[config.mk]
export PLATFORM = sky130hd
export DESIGN_NAME = hazard_scoreboard
export DESIGN_NICKNAME = d
export VERILOG_FILES = /design/src/rtl/hazard_pkg.sv /design/src/rtl/reg_scoreboard.sv /design/src/rtl/hazard_scoreboard.sv
export SDC_FILE = /design/constraint.sdc
export NUM_CORES = 1
export LEC_CHECK = 0
export BUFFER_PORTS_ARGS = -buffer_cell sky130_fd_sc_hd__buf_4
export CORE_UTILIZATION = 61
export DETAILED_ROUTE_END_ITERATION = 10
export GPL_TIMING_DRIVEN = 1
export HOLD_SLACK_MARGIN = 0.05
export PLACE_DENSITY_LB_ADDON = 0.2
export SLEW_MARGIN = 20
export SYNTH_ARGS = -nofsm -noshare
export SYNTH_HDL_FRONTEND = slang
export SYNTH_HIERARCHICAL = 1
export SYNTH_SLANG_ARGS = --single-unit
[constraint.sdc]
create_clock -name clk -period 6.5 [get_ports clk]
set_input_delay 1.3 -clock clk [delete_from_list [all_inputs] [get_ports clk]]
set_output_delay 1.3 -clock clk [all_outputs]
set_load 0.03 [all_outputs]
[src/rtl/hazard_pkg.sv]
// Shared types and defaults for the ID-stage hazard scoreboard.
package hazard_pkg;

    typedef enum logic [2:0] {
        CLS_NONE = 3'd0,
        CLS_BEQ  = 3'd1,
        CLS_BNE  = 3'd2,
        CLS_J    = 3'd3,
        CLS_JR   = 3'd4
    } id_cls_t;

    localparam int DEFAULT_NREG    = 32;
    localparam int DEFAULT_MAX_LAT = 15;

endpackage

[src/rtl/reg_scoreboard.sv]
// Per-register result-latency down-counters; register 0 never has a pending write.
module reg_scoreboard
    import hazard_pkg::*;
#(
    parameter int NREG    = DEFAULT_NREG,
    parameter int MAX_LAT = DEFAULT_MAX_LAT,
    localparam int LAT_W  = $clog2(MAX_LAT + 1),
    localparam int REG_W  = $clog2(NREG)
) (
    input  logic                        clk,
    input  logic                        rst_n,
    input  logic                        hold,
    input  logic                        set_en,
    input  logic [REG_W-1:0]            set_idx,
    input  logic [LAT_W-1:0]            set_val,
    output logic [NREG-1:0][LAT_W-1:0]  cnt
);

    assign cnt[0] = '0;

    genvar gi;
    generate
        for (gi = 1; gi < NREG; gi++) begin : g_cnt
            logic [LAT_W-1:0] cnt_reg;

            // A new issue overrides the decrement of the same register.
            always_ff @(posedge clk) begin
                if (!rst_n) begin
                    cnt_reg <= '0;
                end else if (set_en && set_idx == REG_W'(gi)) begin
                    cnt_reg <= set_val;
                end else if (!hold && cnt_reg != '0) begin
                    cnt_reg <= cnt_reg - LAT_W'(1);
                end
            end

            assign cnt[gi] = cnt_reg;
        end
    endgenerate

endmodule

[src/rtl/hazard_scoreboard.sv]
// ID-stage interlock: RAW/WAW stalls, branch flushes, optional perf counters
// (enabled by defining HAZARD_PERF_CNT_EN).
module hazard_scoreboard
    import hazard_pkg::*;
#(
    parameter int NREG    = DEFAULT_NREG,
    parameter int MAX_LAT = DEFAULT_MAX_LAT,
    localparam int LAT_W  = $clog2(MAX_LAT + 1),
    localparam int REG_W  = $clog2(NREG)
) (
    input  logic             clk,
    input  logic             rst_n,
    input  logic             id_valid,
    input  logic [2:0]       id_cls,
    input  logic             id_eq,
    input  logic [REG_W-1:0] id_rs,
    input  logic [REG_W-1:0] id_rt,
    input  logic             id_rs_used,
    input  logic             id_rt_used,
    input  logic [REG_W-1:0] id_dst,
    input  logic             id_wr_en,
    input  logic [LAT_W-1:0] id_lat,
    input  logic             pipe_hold,
    output logic             pc_stall,
    output logic             if_id_stall,
    output logic             ctrl_bubble,
    output logic             if_id_flush,
    output logic             id_issue,
    output logic [31:0]      perf_data_stall,
    output logic [31:0]      perf_flush
);

    logic [NREG-1:0][LAT_W-1:0] cnt;
    logic [LAT_W-1:0]           lat_clamped;
    logic                       resolves_in_id;
    logic                       rs_haz, rt_haz, waw_haz;
    logic                       data_stall;
    logic                       taken;
    logic                       set_en;

    assign lat_clamped = (id_lat > LAT_W'(MAX_LAT)) ? LAT_W'(MAX_LAT) : id_lat;
    assign set_en      = id_issue && id_wr_en && id_dst != '0;

    reg_scoreboard #(
        .NREG    (NREG),
        .MAX_LAT (MAX_LAT)
    ) u_reg_scoreboard (
        .clk     (clk),
        .rst_n   (rst_n),
        .hold    (pipe_hold),
        .set_en  (set_en),
        .set_idx (id_dst),
        .set_val (lat_clamped),
        .cnt     (cnt)
    );

    // Branches and JR read operands in ID, so they cannot use the EX bypass.
    always_comb begin
        resolves_in_id = (id_cls == CLS_BEQ) || (id_cls == CLS_BNE) || (id_cls == CLS_JR);
        taken          = (id_cls == CLS_J) || (id_cls == CLS_JR)
                       || ((id_cls == CLS_BEQ) && id_eq)
                       || ((id_cls == CLS_BNE) && !id_eq);
        rs_haz  = id_rs_used && id_rs != '0
                && (resolves_in_id ? (cnt[id_rs] != '0) : (cnt[id_rs] > LAT_W'(1)));
        rt_haz  = id_rt_used && id_rt != '0
                && (resolves_in_id ? (cnt[id_rt] != '0) : (cnt[id_rt] > LAT_W'(1)));
        waw_haz = id_wr_en && id_dst != '0 && (cnt[id_dst] > id_lat);
    end

    always_comb begin
        data_stall  = rst_n && id_valid && !pipe_hold && (rs_haz || rt_haz || waw_haz);
        pc_stall    = rst_n && (data_stall || pipe_hold);
        if_id_stall = pc_stall;
        ctrl_bubble = data_stall;
        id_issue    = rst_n && id_valid && !pipe_hold && !data_stall;
        if_id_flush = id_issue && taken;
    end

`ifdef HAZARD_PERF_CNT_EN
    logic [31:0] perf_data_stall_reg;
    logic [31:0] perf_flush_reg;

    always_ff @(posedge clk) begin
        if (!rst_n) begin
            perf_data_stall_reg <= '0;
            perf_flush_reg      <= '0;
        end else if (!pipe_hold) begin
            if (data_stall && perf_data_stall_reg != '1)
                perf_data_stall_reg <= perf_data_stall_reg + 32'd1;
            if (if_id_flush && perf_flush_reg != '1)
                perf_flush_reg <= perf_flush_reg + 32'd1;
        end
    end

    assign perf_data_stall = perf_data_stall_reg;
    assign perf_flush      = perf_flush_reg;
`else
    assign perf_data_stall = '0;
    assign perf_flush      = '0;
`endif

endmodule

Yosys cells after proc, flatten, opt, wreduce, memory -nomap -nowiden
Index checks and enable logic that the tools add are counted.
{"block": "word_totals", "out_inout_bits": 69, "wordCells": 331, "ff_bits": 124, "in_bits": 30}
{"block": "classes", "mux": 71, "add_sub_neg": 31, "n_lt_le_gt_ge": 7, "eq_ne": 35, "reduce_logical": 156}
{"op": "4-bit two-way mux", "n": 66}
{"op": "4-bit nonzero test", "n": 33}
{"op": "4-bit by 1-bit subtractor with 4-bit output (second input constant)", "n": 31}
{"op": "5-bit == test (second input constant)", "n": 16}
{"op": "1-bit logical AND", "n": 78}
{"op": "2-bit nonzero test", "n": 31}
{"op": "4-bit binary-select mux with 5-bit select", "n": 3}
{"op": "5-bit by 4-bit == test with 1-bit output (second input constant)", "n": 8}
{"op": "5-bit by 3-bit == test with 1-bit output (second input constant)", "n": 4}
{"op": "5-bit by 6-bit less-than comparator with 1-bit output (second input constant)", "n": 3}
{"op": "5-bit nonzero test", "n": 3}
{"op": "5-bit by 2-bit == test with 1-bit output (second input constant)", "n": 2}
{"op": "4-bit by 1-bit greater-than comparator with 1-bit output (second input constant)", "n": 2}
{"op": "1-bit logical OR", "n": 8}
{"op": "3-bit by 2-bit == test with 1-bit output (second input constant)", "n": 2}
{"op": "5-bit by 1-bit == test with 1-bit output (second input constant)", "n": 1}
{"op": "4-bit greater-than comparator", "n": 1}
{"op": "4-bit greater-than comparator (second input constant)", "n": 1}
{"op": "3-bit by 1-bit == test with 1-bit output (second input constant)", "n": 1}
{"op": "3-bit == test (second input constant)", "n": 1}
{"op": "1-bit logical NOT", "n": 3}
{"op": "1-bit two-way mux", "n": 2}

Logic depth before layout (Yosys ltp)
Gate-level depths: netlist (run 1).
{"block": "depth", "depth_word": 14, "mapped_depth": 18, "depth_no_buf": 14}

By module
Netlist (run 1), hierarchy kept.
{"module": "reg_scoreboard", "cells_each": 946, "seq_area_each_um2": 2482.4, "n_inst": 1, "area_each_um2": 7664.9}
{"module": "hazard_scoreboard", "cells_each": 331, "seq_area_each_um2": 0.0, "n_inst": 1, "area_each_um2": 3050.4}

Worst setup path after synthesis (run 1)
OpenSTA, ideal clock, no wires.
{"block": "synth_path", "kind": "input to output", "startpoint": "input id_dst[0]", "endpoint": "output pc_stall", "setup_slack_ps": 445, "t_required_ps": 5200, "path_buffers": 3, "path_stages": 14, "t_arrival_ps": 4755, "cell_sequence": "clkbuf_1 -> buf_2 -> mux4_2 -> mux4_2 -> mux2_2 -> ha_1 -> nor2b_1 -> o21ai_0 -> nand2b_1 -> a21oi_1 -> nor2_1 -> a41oi_1 -> a31oi_1 -> buf_4"}
{"block": "synth_between", "elab_chain_cells": 8, "word_cells_on_any_way": 10, "cone_classes": "order compare (1); mux (2); reduce/logical (7)"}
{"element": "start, declared", "line_no": "hazard_scoreboard.sv:20", "rtl": "input logic [REG_W-1:0] id_dst,"}
{"element": "4-bit binary-select mux with 5-bit select", "line_no": "hazard_scoreboard.sv:67", "rtl": "waw_haz = id_wr_en && id_dst != '0 && (cnt[id_dst] > id_lat);"}
{"element": "4-bit two-way mux (implied by the code)", "line_no": "hazard_scoreboard.sv:67"}
{"element": "4-bit greater-than comparator", "line_no": "hazard_scoreboard.sv:67"}
{"element": "1-bit logical AND (*)", "line_no": "hazard_scoreboard.sv:67"}
{"element": "1-bit logical OR (*)", "line_no": "hazard_scoreboard.sv:71", "rtl": "data_stall = rst_n && id_valid && !pipe_hold && (rs_haz || rt_haz || waw_haz);"}
{"element": "1-bit logical AND (*)", "line_no": "hazard_scoreboard.sv:71"}
{"element": "1-bit logical OR (*)", "line_no": "hazard_scoreboard.sv:72", "rtl": "pc_stall = rst_n && (data_stall || pipe_hold);"}
{"element": "1-bit logical AND (*)", "line_no": "hazard_scoreboard.sv:72"}
{"element": "end, declared", "line_no": "hazard_scoreboard.sv:24", "rtl": "output logic pc_stall,"}
Mark *: on every way between the ends. The rest lies on a longest branch, timed or not. The select of a mux whose other input is x is not followed.

Final worst setup path (run 1)
{"block": "layout_path", "startpoint": "input id_dst[0]", "endpoint": "output if_id_stall"}
{"block": "layout_between", "elab_chain_cells": 8, "word_cells_on_any_way": 10, "cone_classes": "order compare (1); mux (2); reduce/logical (7)"}
{"element": "4-bit binary-select mux with 5-bit select", "line_no": "hazard_scoreboard.sv:67"}
{"element": "4-bit two-way mux (implied by the code)", "line_no": "hazard_scoreboard.sv:67"}
{"element": "4-bit greater-than comparator", "line_no": "hazard_scoreboard.sv:67"}
{"element": "1-bit logical AND (*)", "line_no": "hazard_scoreboard.sv:67"}
{"element": "1-bit logical OR (*)", "line_no": "hazard_scoreboard.sv:71"}
{"element": "1-bit logical AND (*)", "line_no": "hazard_scoreboard.sv:71"}
{"element": "1-bit logical OR (*)", "line_no": "hazard_scoreboard.sv:72"}
{"element": "1-bit logical AND (*)", "line_no": "hazard_scoreboard.sv:72"}
{"element": "end, declared", "line_no": "hazard_scoreboard.sv:25", "rtl": "output logic if_id_stall,"}
Marks and branches as above.

==> results.py, run 1 <==
metrics = {
    "clocking": {
        "cts_tree": "built",
        "cts_root_buffer": "clkbuf_16",
        "cts_hold_buffers": 0,
        "cts_setup_buffers": 0,
        "clock_tree.buffer_depth": 2,
        "cts-htree-levels": 4,
        "cts.sinks": 124,
        "clock_latency_ns": 0.44,
        "post_cts_resized": 0,
        "cts_buffers": 17,
        "clk_pin_slew_worst_paths_ns": 0.06,
    },
    "pwr": {
        "pwr-share-clk": 0.199,
        "switchingPower_uw": 2070,
        "comb_power_share": 0.495,
        "p_leak_uw": 0.00424,
        "ir_drop_v": 0.000259,
        "switching_share": 0.422,
        "finalPower_uw": 4890,
        "seqPwrFrac": 0.306,
        "internal_power_uw": 2830,
        "power_density_nw_per_um2": 435,
    },
    "synth": {
        "synth_warnings": 6,
        "synthArstFlopShare": 0,
        "synth_cell_types": 63,
        "synth_top_area_share": 0.232,
        "syn-cell-area_um2": 10700,
        "synth.most_common_cell": "dfxtp_1",
        "seq_area_frac_synth": 0.232,
        "synth-edff-count": 0,
        "synthFlopType": "dfxtp_1",
        "synthTopCellsByCount": "124 x dfxtp_1, 107 x inv_1, 84 x nor3_1",
        "syn_inst": 1277,
        "yosysTopAreaCell": "dfxtp_1",
        "post_synth.cell_area_avg_um2": 8.39,
        "ys_seq_elements": 124,
        "yosys-top-cells-area": "dfxtp_1 23%, mux4_2 11%, a311oi_1 5.1%",
    },
    "global_route": {
        "grt_max_degree": 86,
        "grt_pass1_wl_um": 50300,
        "grt_pass1_vias": 9576,
        "gr-total-overflow": 0,
        "grt.total_usage": 0.354,
        "antenna_found_initial": 0,
    },
    "timing": {
        "final-hold-violation-count": 0,
        "fin_ws_ns": 0.481,
        "report.final.slew_viol_count": 0,
        "setup_tns_ns": 0,
        "min_period_over_period": 0.926,
        "setup_viol": 0,
        "finalClockSkew_ns": 0.00760,
        "timing.fmax_ghz": 0.166,
        "maxSlewHeadroom": 0.445,
        "tightest_slew_ns": 0.833,
        "grt_setup_unrepaired": "no",
        "finalCriticalPeriod_ns": 6.02,
    },
    "hold_path": {
        "min_to": "u_reg_scoreboard/g_cnt[31].cnt_reg[2]",
        "min_path_type": "reg -> reg",
        "hold_path_depth": 2,
        "hold_path.startpoint": "u_reg_scoreboard/g_cnt[31].cnt_reg[2]",
    },
    "final_layout": {
        "seq_area_um2": 2480,
        "diodes": 0,
        "drive_above_1_share": 0.156,
        "largest_reg_flops": 124,
        "multi_input_area_um2": 7100,
        "fillCellCount": 1423,
        "area_delta_synth_final_pct": 4.92,
        "nNetsFinal": 1302,
    },
    "place": {
        "place.gp.congestion": 0.893,
        "io_buffers": 34,
        "place_ws_ns": 0.434,
        "dp_hpwl_um": 20400,
    },
    "detailed_routing": {
        "dr.pass1.iters": 6,
        "ant_nets": 0,
        "dr_total_vias": 10500,
        "first_iter_violations": 1443,
        "viasPerCell": 7.09,
        "drc": 0,
        "finalWirelength_um": 31600,
        "post_drt_wl_per_cell_um": 21.5,
    },
    "floorplan": {
        "die_area_um2": 18100,
        "row_count": 48,
        "die_h_um": 135,
        "core-area_um2": 17200,
        "fp.dieW_um": 135,
        "io_pins": 99,
        "start_util": 0.622,
    },
    "setup_path": {
        "crit_type": "in -> out",
        "worstPathRequired_ns": 5.20,
        "reg2reg_depth": 14,
        "worstSetupEndpointType": "primary output",
        "r2r-start": "u_reg_scoreboard/g_cnt[29].cnt_reg[1]",
        "rr_endpoint": "u_reg_scoreboard/g_cnt[8].cnt_reg[0]",
        "startpoint_type": "input pin",
        "cp_max_fo": 37,
        "critical_path_arrival_ns": 4.72,
        "reg2reg_slack_ns": 1.98,
    },
    "status": {
        "outcome": "finished clean",
    },
    "job": {
        "cap_violations": 0,
    },
}
routing by layer:
layer / wire [um] / share of wire / vias to the layer above / global-route usage
met5: 0 / 0 / - / 0
met4: 661 / 0.021 / 0 / 0.122
met3: 3770 / 0.12 / 63 / 0.0886
met2: 14300 / 0.45 / 696 / 0.545
met1: 13000 / 0.41 / 4975 / 0.482
li1: - / - / 4720 / -
cell type report:
class / count / share of cell area
clock buffers: 19 / 0.0394
flip-flops and latches: 124 / 0.221
multi-input cells: 936 / 0.632
well taps: 225 / 0.0250
inverters: 108 / 0.0363
clock inverters: 12 / 0.0131
repair buffers: 50 / 0.0334
worst max-delay path, cell delays in order:
cell and delay (ns):
buf_4 0.50, mux4_2 0.60, mux4_2 0.48, mux2_2 0.28
ha_1 0.28, nor2b_1 0.13, o21ai_0 0.16, nand2b_1 0.08
a21oi_1 0.14, nor2_1 0.07, a41oi_1 0.30, a31oi_1 0.17
buf_4 0.19
worst max-delay path by stage:
stage / from / endpoint / slack (ns)
detailed placement: id_dst[0] / u_reg_scoreboard/g_cnt[8].cnt_reg[0] / 0.43
global placement: id_dst[0] / pc_stall / 0.54
floorplan: id_dst[0] / pc_stall / 0.45
global route: id_dst[0] / pc_stall / 0.20
CTS: id_dst[0] / pc_stall / 0.44
finish: id_dst[0] / if_id_stall / 0.48
cell usage in the layout (no fill, tap or decap), drive strengths merged, types with 32 or more instances in the layout:
cell type / netlist / layout
nor2: 43 / 43
nor3: 85 / 85
mux2i: 36 / 36
conb: 2 / 68
a311oi: 62 / 62
a21o: 33 / 33
dfxtp: 124 / 124
o31ai: 32 / 32
inv: 108 / 108
buf: 101 / 50
a21oi: 79 / 79
nand4b: 35 / 35
o21ai: 72 / 72
ha: 35 / 35
and3: 32 / 32
mux4: 56 / 56
nor4: 53 / 53
nand3: 39 / 39
power by group through the flow:
stage / combinational [uW] / clock, uW / sequential [uW]
floorplan: 2030 / 0 / 1300
global placement: 2290 / 0 / 1480
detailed placement: 2360 / 0 / 1490
CTS: 2380 / 981 / 1470
global route: 2690 / 1010 / 1530
finish: 2420 / 976 / 1500
through the flow:
stage | cell area (um^2) | hold WS (ns) | utilization | instances
final | 11200 | 0.570 | 0.652 | 1474
after global routing | 11200 | 0.606 | 0.652 | 1474
after CTS | 11200 | 0.565 | 0.652 | 1474
after detailed placement | 10700 | 0.558 | 0.618 | 1443
after global placement | 10700 | 0.545 | 0.618 | 1443
after floorplan | 11000 | 0.514 | - | 1343
cells by family after synthesis:
group	after synthesis	share of synthesized area
flops	124	0.232
fa+ha+maj	35	0.0409
compound gates	351	0.224
other cells	2	0.000701
simple gates	386	0.218
xor+xnor	1	0.000818
buf+inv	283	0.128
mux	95	0.155
(Power assumes the default switching activity.)
==> run 2: changes to the inputs <==
--- a/config.mk
+++ b/config.mk
@@ -5,8 +5,9 @@
 export SDC_FILE = /design/constraint.sdc
 export NUM_CORES = 1
 export LEC_CHECK = 0
+export ABC_AREA = 1
 export BUFFER_PORTS_ARGS = -buffer_cell sky130_fd_sc_hd__buf_4
-export CORE_UTILIZATION = 61
+export CORE_UTILIZATION = 62
 export DETAILED_ROUTE_END_ITERATION = 10
 export GPL_TIMING_DRIVEN = 1
 export HOLD_SLACK_MARGIN = 0.05
==> run 2 against run 1 <==
Against the previous run: register-to-register slack improved by 0.38 ns; critical endpoint is now if_id_flush; via count increased by 39%; sequential power barely moved; critical path depth rose by 6; wire length increased by 29%.
==> results.py, run 2 <==
metrics = {
    "timing": {
        "timing.fmax_ghz": 0.175,
        "finalCriticalPeriod_ns": 5.70,
        "setup_tns_ns": 0,
        "setup_viol": 0,
        "finalClockSkew_ns": 0.00944,
        "final-hold-violation-count": 0,
        "maxSlewHeadroom": 0.367,
        "tightest_slew_ns": 0.948,
        "grt_setup_unrepaired": "no",
        "min_period_over_period": 0.877,
        "report.final.slew_viol_count": 0,
    },
    "place": {
        "placedInstanceArea_um2": 12700,
        "place.gp.congestion": 1.04,
        "place_inst": 2539,
        "io_buffers": 34,
        "dp_hpwl_um": 27800,
    },
    "global_route": {
        "gr-total-overflow": 0,
        "met1_usage": 0.502,
        "grt.total_usage": 0.385,
        "grt.busiest_layer": "met2",
        "grt_max_degree": 59,
        "grt_pass1_wl_um": 65400,
        "grt_pass1_vias": 12900,
        "antenna_found_initial": 0,
        "met2_usage": 0.604,
        "grt.met3_usage": 0.0897,
    },
    "final_layout": {
        "drive_above_1_share": 0.0522,
        "final_area_um2": 13300,
        "final_cell_mix": "617 x nand2_1, 415 x nand3_1, 405 x inv_1",
        "largest_reg_flops": 124,
        "diodes": 0,
        "final_cells": 2571,
        "fin_util": 0.659,
        "area_delta_synth_final_pct": 4.20,
        "nNetsFinal": 2353,
        "final_common_cell": "nand2_1",
    },
    "pwr": {
        "ir_drop_v": 0.000205,
        "power_density_nw_per_um2": 423,
        "p_leak_uw": 0.00737,
        "finalPower_uw": 5610,
    },
    "floorplan": {
        "die_h_um": 145,
        "io_pins": 99,
        "core-area_um2": 20200,
        "die_area_um2": 21100,
        "fp.dieW_um": 145,
        "start_util": 0.632,
        "row_count": 52,
    },
    "synth": {
        "synth-edff-count": 0,
        "synth.most_common_cell": "nand2_1",
        "yosys-top-cells-area": "dfxtp_1 19%, nand2_1 18%, nand3_1 16%",
        "synth_top_area_share": 0.195,
        "synthFlopType": "dfxtp_1",
        "ys_seq_elements": 124,
        "seq_area_frac_synth": 0.195,
        "post_synth.cell_area_avg_um2": 5.51,
        "synth_cell_types": 38,
        "synthTopCellsByCount": "617 x nand2_1, 415 x nand3_1, 405 x inv_1",
        "synthArstFlopShare": 0,
        "syn-cell-area_um2": 12800,
        "yosysTopAreaCell": "dfxtp_1",
        "syn_inst": 2314,
        "synth_warnings": 6,
    },
    "status": {
        "outcome": "finished clean",
    },
    "job": {
        "cap_violations": 0,
    },
    "setup_path": {
        "cp_max_fo": 45,
        "worstSetupEndpointType": "primary output",
        "startpoint_type": "input pin",
        "worstPathRequired_ns": 5.20,
        "critical_path_arrival_ns": 4.40,
        "crit_type": "in -> out",
    },
    "clocking": {
        "cts_buffers": 17,
        "cts_tree": "built",
        "clock_tree.buffer_depth": 2,
        "cts_hold_buffers": 0,
        "cts_setup_buffers": 0,
        "post_cts_resized": 0,
        "cts_root_buffer": "clkbuf_16",
        "clock_latency_ns": 0.44,
        "cts-htree-levels": 4,
        "cts.sinks": 124,
        "clk_pin_slew_worst_paths_ns": 0.06,
    },
    "detailed_routing": {
        "dr.pass1.iters": 6,
        "ant_nets": 0,
        "post_drt_wl_per_cell_um": 15.9,
        "dr_total_vias": 14600,
        "viasPerCell": 5.67,
        "drc": 0,
        "first_iter_violations": 1731,
        "finalWirelength_um": 40800,
    },
    "hold_path": {
        "min_path_type": "reg -> reg",
    },
}
==> run 2: cells by family after synthesis <==
group,Yosys count,synth area share
AO/OA/AOI/OAI,248,0.104
AND/OR/NAND/NOR,1288,0.437
other,2,0.000589
adder cells (fa/ha/maj),35,0.0343
flip-flops,124,0.195
XOR/XNOR,46,0.0316
buffers and inverters,571,0.197
==> run 2: area by class of cell <==
class / instances / area [um^2]
Clock inverter: 13 / 109
Clock buffer: 19 / 443
Fill cell: 1974 / 6880
Timing Repair Buffer: 41 / 333
Multi-Input combinational cell: 1685 / 8010
Sequential cell: 124 / 2480
Inverter: 419 / 1580
Tap cell: 270 / 338
==> run 2: path summary, 6_finish.rpt <==
path                                               from                                     to  slack (ns)  depth (start not counted)
hold / removal    u_reg_scoreboard/g_cnt[13].cnt_reg[0]  u_reg_scoreboard/g_cnt[13].cnt_reg[0]        0.54                          2
hold reg to reg   u_reg_scoreboard/g_cnt[13].cnt_reg[0]  u_reg_scoreboard/g_cnt[13].cnt_reg[0]        0.54                          2
setup / recovery                              id_dst[0]                            if_id_flush        0.80                         19
setup reg to reg   u_reg_scoreboard/g_cnt[7].cnt_reg[2]  u_reg_scoreboard/g_cnt[20].cnt_reg[0]        2.36                         24
==> run 2: worst max-delay path, stage by stage <==
cell	delay, ns
buf_4	0.36
inv_2	0.30
buf_4	0.26
o21ai_0	0.15
a21oi_1	0.06
o21ai_0	0.18
nand3_1	0.14
a32oi_1	0.24
ha_1	0.25
nand2_1	0.06
inv_1	0.05
a221oi_1	0.28
nor2_1	0.07
nand2_1	0.09
inv_1	0.05
a21oi_2	0.11
nand3_2	0.13
nor2_1	0.13
buf_4	0.17
==> run 2: stage by stage <==
step	hold slack, ns	setup slack, ns
2_1_floorplan	0.491	1.55
3_3_place_gp	0.508	0.923
3_5_place_dp	0.539	0.875
4_1_cts	0.547	0.872
5_1_grt	0.584	0.375
6_report	0.544	0.800
==> run 2: power by group <==
group	switching [uW]	internal [uW]	total [uW]
Combinational	1960	1210	3160
Sequential	468	1070	1530
Clock	413	505	918
==> run 2: metal layers <==
metal	part of all wire	routed length (um)
met1	0.41	16600
met2	0.44	17900
met3	0.12	4860
met4	0.036	1480
met5	0	0
